--- src/rtl/mem_stage.sv ---
// mem_stage: memory-access pipeline stage.
// Issues one data-memory request per load/store on a req/addr_ok + data_ok
// handshake. A four-state FSM tracks the transaction: IDLE, WAIT, DONE and
// DRAIN. The stage extracts load data, then hands the result to WB.
// Optional feature: define MEM_FWD_LOAD_EN to forward completed load data
// on the front_* bypass port. Without it, only non-load results are forwarded.
module mem_stage (
    input  logic         clk,
    input  logic         rst,
    input  logic         WB_allowin,
    input  logic [144:0] EX_to_MEM_zip,
    input  logic [81:0]  EX_except_zip,
    input  logic         flush,
    output logic         data_sram_req,
    output logic         data_sram_wr,
    output logic [1:0]   data_sram_size,
    output logic [3:0]   data_sram_wstrb,
    output logic [31:0]  data_sram_addr,
    output logic [31:0]  data_sram_wdata,
    input  logic         data_sram_addr_ok,
    input  logic         data_sram_data_ok,
    input  logic [31:0]  data_sram_rdata,
    output logic         MEM_allowin,
    output logic         front_valid,
    output logic [4:0]   front_addr,
    output logic [31:0]  front_data,
    output logic [102:0] MEM_to_WB_reg,
    output logic [81:0]  MEM_except_reg
);

    typedef struct packed {
        logic        valid;
        logic [31:0] pc;
        logic [31:0] ir;
        logic        ld_b, ld_bu, ld_h, ld_hu, ld_w;
        logic        st_b, st_h, st_w;
        logic        mem_we;
        logic        res_from_mem;
        logic        gr_we;
        logic [31:0] rkd_value;
        logic [4:0]  rf_waddr;
        logic [31:0] result;
    } ex_bundle_t;

    typedef enum logic [1:0] {
        S_IDLE  = 2'd0,
        S_WAIT  = 2'd1,
        S_DONE  = 2'd2,
        S_DRAIN = 2'd3
    } state_t;

    ex_bundle_t  ex;
    state_t      state, state_nxt;
    logic        mem_op;
    logic        req_raw;
    logic        ready_go;
    logic        stall;
    logic [31:0] rdata_buf;
    logic [1:0]  size_raw;
    logic [3:0]  wstrb_raw;
    logic [31:0] wdata_raw;
    logic [7:0]  ld_byte;
    logic [15:0] ld_half;
    logic [31:0] load_data;
    logic [31:0] final_result;

    assign ex     = EX_to_MEM_zip;
    assign mem_op = ex.valid & (ex.mem_we | ex.res_from_mem);

    // State register; reset wins over every handshake and abandons any response
    always_ff @(posedge clk) begin
        // NOTE: sequential state uses non-blocking assignments so all flops update together.
        if (rst) state <= S_IDLE;
        else     state <= state_nxt;
    end

    // Next-state logic for the memory transaction
    always_comb begin
        // NOTE: default assignment first so no path leaves state_nxt unassigned (no latch).
        state_nxt = state;
        case (state)
            S_IDLE:  if (data_sram_req && data_sram_addr_ok) state_nxt = S_WAIT;
            S_WAIT: begin
                if (data_sram_data_ok) state_nxt = flush ? S_IDLE : S_DONE;
                else if (flush)        state_nxt = S_DRAIN;
            end
            S_DRAIN: if (data_sram_data_ok) state_nxt = S_IDLE;
            S_DONE:  if (WB_allowin || flush) state_nxt = S_IDLE;
            default: state_nxt = S_IDLE;
        endcase
    end

    // FSM outputs: request strobe, ready_go and the stall that blocks upstream
    always_comb begin
        req_raw  = 1'b0;
        ready_go = 1'b0;
        stall    = 1'b0;
        case (state)
            S_IDLE: begin
                req_raw  = mem_op & ~flush;
                ready_go = ex.valid & ~mem_op;
            end
            S_DONE:  ready_go = 1'b1;
            default: stall    = 1'b1;
        endcase
    end

    assign MEM_allowin = ~stall & (~ex.valid | (ready_go & WB_allowin));

    // Request field encoding: access size, byte strobes and lane-replicated data
    always_comb begin
        size_raw  = 2'd2;
        wstrb_raw = 4'b0000;
        wdata_raw = ex.rkd_value;
        if (ex.ld_b || ex.ld_bu || ex.st_b)      size_raw = 2'd0;
        else if (ex.ld_h || ex.ld_hu || ex.st_h) size_raw = 2'd1;
        if (ex.st_b) begin
            wstrb_raw = 4'b0001 << ex.result[1:0];
            wdata_raw = {4{ex.rkd_value[7:0]}};
        end else if (ex.st_h) begin
            wstrb_raw = ex.result[1] ? 4'b1100 : 4'b0011;
            wdata_raw = {2{ex.rkd_value[15:0]}};
        end else if (ex.st_w) begin
            wstrb_raw = 4'b1111;
        end
    end

    // Request channel is held at zero while reset is asserted
    assign data_sram_req   = req_raw & ~rst;
    assign data_sram_wr    = ex.mem_we & ~rst;
    assign data_sram_size  = rst ? 2'd0   : size_raw;
    assign data_sram_wstrb = rst ? 4'd0   : wstrb_raw;
    assign data_sram_addr  = rst ? 32'd0  : ex.result;
    assign data_sram_wdata = rst ? 32'd0  : wdata_raw;

    // Response buffer: captures rdata only for a transaction that was not flushed
    always_ff @(posedge clk) begin
        if (rst)
            rdata_buf <= 32'd0;
        else if (state == S_WAIT && data_sram_data_ok && !flush)
            rdata_buf <= data_sram_rdata;
    end

    // Load extraction: pick the addressed byte/half and extend it
    always_comb begin
        ld_byte   = rdata_buf[{ex.result[1:0], 3'b000} +: 8];
        ld_half   = ex.result[1] ? rdata_buf[31:16] : rdata_buf[15:0];
        load_data = 32'd0;
        if (ex.ld_b)       load_data = {{24{ld_byte[7]}}, ld_byte};
        else if (ex.ld_bu) load_data = {24'd0, ld_byte};
        else if (ex.ld_h)  load_data = {{16{ld_half[15]}}, ld_half};
        else if (ex.ld_hu) load_data = {16'd0, ld_half};
        else if (ex.ld_w)  load_data = rdata_buf;
    end

    assign final_result = ex.res_from_mem ? load_data : ex.result;

    // MEM->WB pipeline registers: load on handoff, bubble when WB takes nothing
    always_ff @(posedge clk) begin
        if (rst) begin
            MEM_to_WB_reg  <= '0;
            MEM_except_reg <= '0;
        end else if (WB_allowin) begin
            if (ready_go && !flush) begin
                MEM_to_WB_reg  <= {ex.valid, ex.pc, ex.ir, ex.gr_we, ex.rf_waddr, final_result};
                MEM_except_reg <= EX_except_zip;
            end else begin
                MEM_to_WB_reg  <= '0;
                MEM_except_reg <= '0;
            end
        end
    end

    assign front_addr = ex.rf_waddr;
    assign front_data = final_result;
`ifdef MEM_FWD_LOAD_EN
    assign front_valid = ex.valid & ex.gr_we & (~ex.res_from_mem | (state == S_DONE));
`else
    assign front_valid = ex.valid & ex.gr_we & ~ex.res_from_mem;
`endif

endmodule

--- config.mk ---
export PLATFORM = sky130hd
export DESIGN_NAME = mem_stage
export DESIGN_NICKNAME = d
export VERILOG_FILES = /design/src/rtl/mem_stage.sv
export SDC_FILE = /design/constraint.sdc
export NUM_CORES = 1
export LEC_CHECK = 0
export BUFFER_PORTS_ARGS = -buffer_cell sky130_fd_sc_hd__buf_2
export CORE_AREA = 4 4 217 219
export DETAILED_ROUTE_END_ITERATION = 10
export DIE_AREA = 0 0 221 223
export PLACE_DENSITY = 0.56
export SLEW_MARGIN = 20
export SYNTH_ARGS = -nofsm -noshare
export SYNTH_HDL_FRONTEND = slang
export SYNTH_SLANG_ARGS = --single-unit
--- constraint.sdc ---
create_clock -name clk -period 2 [get_ports clk]
set_input_delay 0.1 -clock clk [delete_from_list [all_inputs] [get_ports clk]]
set_output_delay 0.1 -clock clk [all_outputs]
set_load 0.01 [all_outputs]
==> impl_summary.txt <==
----------------------------------------------------
[GRT]
  Gr usage total ... 16.96%
  Overall overflow remaining after global route ... 0
  Wire length of the first global-routing pass ... 68520 um
  Number of antenna violations at the first check in global routing ... 5
  Via count of the first global-routing pass ... 11988
  Maximum number of pins on one net before global-route repair ... 153

[Logic synthesis]
  Main combinational cell family by area after synthesis ... simple AND/OR/NAND/NOR gates
  Synth Area in Simple Gates ... 27.37%
  Part of the Yosys area used for sequential elements ... 44.40%
  Total of flip-flops plus latches after synthesis ... 219
  Synth Area in XOR/XNOR ... 0%
  Fraction of the mapped netlist area in compound gates ... 19.53%
  Post-synthesis area per instance ... 7.900 sq um
  Warning count from the yosys run ... 0
  Adder-cell share of the synthesized area ... 0%
  Commonest register cell after synthesis ... dfxtp_1
  Number of synthesized flops with an enable pin ... 0
  Share of async-settable or async-resettable flops after synthesis ... 0%
  Cell variety after synth ... 44
  Syn Nets ... between 1500 and 2000
  Cell area after technology mapping ... 9874 sq um
  Multiplexer share of the synthesized area ... under 10%
  Number of instances in the synthesized netlist ... 1250

[Critical path]
  Data required time of the critical path ... 1.90 ns
  Critical path cell sequence ... mux4_2 > nand2_4 > and3_4 > buf_8 > a21oi_1 > buf_2
  CP Launch Type ... flop
  Worst Setup End Kind ... primary output
  Cell with the biggest individual delay on the critical path ... mux4_2
  Crit-path leading delay family ... multiplexers
  Type of the setup path with the least slack ... flop to primary output
  CP Data Arrival Time ... 2.07 ns
  Max incr delay on CP ... 0.52 ns
  Buffering stage count on the worst path with inverters included ... 2
  Critical path fanouts, max ... 8

[Clocking]
  Library cell used as clock root buffer ... clkbuf_16
  H-tree levels ... 1
  Skew-Pair Late Insertion Delay ... 0.54 ns
  Clock tree from TritonCTS ... built
  # clock sinks ... 219
  Number of buffers created by CTS ... 26
  CTS clk-pin slew, worst paths ... 0.06 ns
  Deepest clock path buffer count ... 3

[Die]
  Initial core utilization ... 21.90%
  Std-Cell Rows ... slightly below 80
  Die area ... 49280 sq um
  I/O pin count ... roughly 560
  Die span in y ... 223 um
  Core area ... 45090 sq um
  Die W ... 221 um

[Power]
  Internal power of the cells ... 7.916 mW
  Logic gate share of total power ... 14.4%
  Overall power consumption ... about 11 mW
  Clock network fraction of total power ... 43.8%
  Net Sw Frac ... between 20% and 30%
  Sequential cell fraction of total power ... 41.8%
  Leakage power total ... 7.744 nW
  Power dissipated by switching net loads ... 2.666 mW
  Maximum vdd ir drop ... 0.0005042 V
  Power density cells ... between 600 and 700 nW/um^2

[Timing]
  Total setup violations reported at the end of the flow ... 27
  Shortest period the worst path allows ... 2.166 ns
  Unrepaired setup endpoints after global routing ... true
  Crit share post-route ... 108.3%
  Number of hold violations in the final report ... 0
  Achievable Freq ... about 460 MHz
  Relative slew slack ... 43.80%
  Worst Skew ... between 0.015 and 0.02 ns
  Final-report max-slew violation count ... 0
  Slack of the critical path ... -0.1656 ns
  Actual transition at the worst max-transition pin ... approximately 0.84 ns
  Worst-case hold slack ... 0.07620 ns

[Cells and area]
  Number of filler cells placed in the layout ... about 4600
  Most frequent standard cell in the layout excluding fill and tap cells ... buf_2
  Net count of the finished layout ... 2257
  Most frequent cells in the layout ... buf_2 (557), nor2_1 (224), a21oi_1 (221)
  Flip-flop count of the largest register after layout ... just over 100
  Synth-to-layout area growth ... 66.71%
  Ratio of cells with drive above 1 in the final layout ... 33.76%
  Final instance area ... 16460 sq um

[Job]
  Count of max-cap constraint violations ... 0

[Drt]
  Total DRC errors in the routed layout ... 0
  WL final ... 44950 um
  Wirelength per Cell ... 17.20 um
  Number of routed nets with antenna violations ... 0
  Via density per instance ... 4.583
  Total iterations of the first detailed-routing run ... 7
  Initial drt markers ... between 700 and 800
  Total via count in the routed design ... 11979

[Place]
  GPL Wtd Cong ... 0.9402
  Detailed placement HPWL ... 31640 um
  Standard cell area after detailed placement ... 13270 sq um
  Number of buffers added on ports ... 560

[Run status]
  Violations in the final reports ... setup timing
  Result of the run ... complete, but fails checks

[Worst hold path]
  Worst min-delay path category ... input port to flop

----------------------------------------------------
-- Yosys cell counts (5+ instances only) --
| cell | instances | area (sq um) |
|---|---|---|
| a221oi_1 | 5 | 43.79 |
| o22a_1 | 8 | 70.07 |
| nor2b_1 | 197 | 1232 |
| a222oi_1 | 16 | 160.2 |
| clkbuf_1 | 60 | 225.2 |
| o21ai_0 | 14 | 70.07 |
| mux2i_1 | 21 | 210.2 |
| nor2_1 | 225 | 844.6 |
| a21oi_1 | 232 | 1161 |
| dfxtp_1 | 219 | 4384 |
| a31oi_1 | 8 | 50.05 |
| o211a_1 | 10 | 100.1 |
| buf_4 | 15 | 112.6 |
| nand2_1 | 117 | 439.2 |
| buf_2 | 27 | 135.1 |
| o221ai_1 | 8 | 70.07 |
| a22oi_1 | 13 | 97.59 |
-- path summary, 6_finish.rpt --
check,end,startpoint,depth (start not counted),slack (ns)
min reg2reg,rdata_buf[0],rdata_buf[0],2,0.48
max reg2reg,state[0],state[0],5,0.15
max,front_data[19],rdata_buf[31],6,-0.17
min,MEM_to_WB_reg[1],EX_to_MEM_zip[1],3,0.08
-- worst register-to-register path: stages (launching register included) --
cell and delay, ns:
dfxtp_1 0.35, or2_2 0.39, nor4_2 0.27, a21oi_1 0.11, dlygate4sd3_1 0.57, nor2_1 0.10
-- through the flow --
stage | util [%] | worst slack [ns] | TNS, ns | cells
2_1_floorplan | - | 0.5349 | 0 | 1250
3_3_place_gp | 29.43 | 0.1934 | 0 | 2338
3_5_place_dp | 29.43 | 0.08386 | 0 | 2338
4_1_cts | 36.29 | -0.1744 | -3.698 | 2608
5_1_grt | 36.51 | -0.2389 | -5.579 | 2613
6_report | 36.51 | -0.1656 | -3.482 | 2614
-- area by class of cell --
cell class	count	area [sq um]	share of cell area, %
antenna	3	7.507	0.04560
clock buffer	40	764.5	4.644
clock inverter	7	67.56	0.4104
inverter	3	11.26	0.06840
multi-input combinational	920	5040	30.61
sequential	219	4390	26.67
tap	600	750.7	4.560
timing repair buffer	822	5430	32.99
-- power groups by stage --
stage | Sequential, mW | Clock (mW) | Combinational [mW]
finish | 4.42 | 4.64 | 1.52
detailed placement | 4.51 | 0 | 1.15
floorplan | 4.53 | 0 | 0.521
global route | 4.42 | 4.97 | 1.64
CTS | 4.42 | 4.77 | 1.50
global placement | 4.51 | 0 | 1.14
-- metal layers --
metal	track usage [%]	wire, um
met2	29.31	21490
met4	7.369	2016
met1	20.24	17630
met3	3.868	3803
met5	0	15
-- repair_timing --
item / in CTS / in global routing
hold endpoints to repair: 217 / 0
gates cloned: 1 / 0
hold buffers: 219 / 0
setup endpoints to repair: 27 / 30
gates resized for setup: 13 / 17
pin swaps: 4 / 7
buffers inserted: 3 / 3
-- cell families (layout without fill, tap and decap cells) --
| family | after synthesis | count (layout) |
|---|---|---|
| AND/OR/NAND/NOR | 566 | 566 |
| AO/OA/AOI/OAI | 326 | 326 |
| flip-flops | 219 | 219 |
| buffers and inverters | 111 | 872 |
| multiplexers | 28 | 28 |
| other | 0 | 3 |
(Power assumes the default switching activity.)
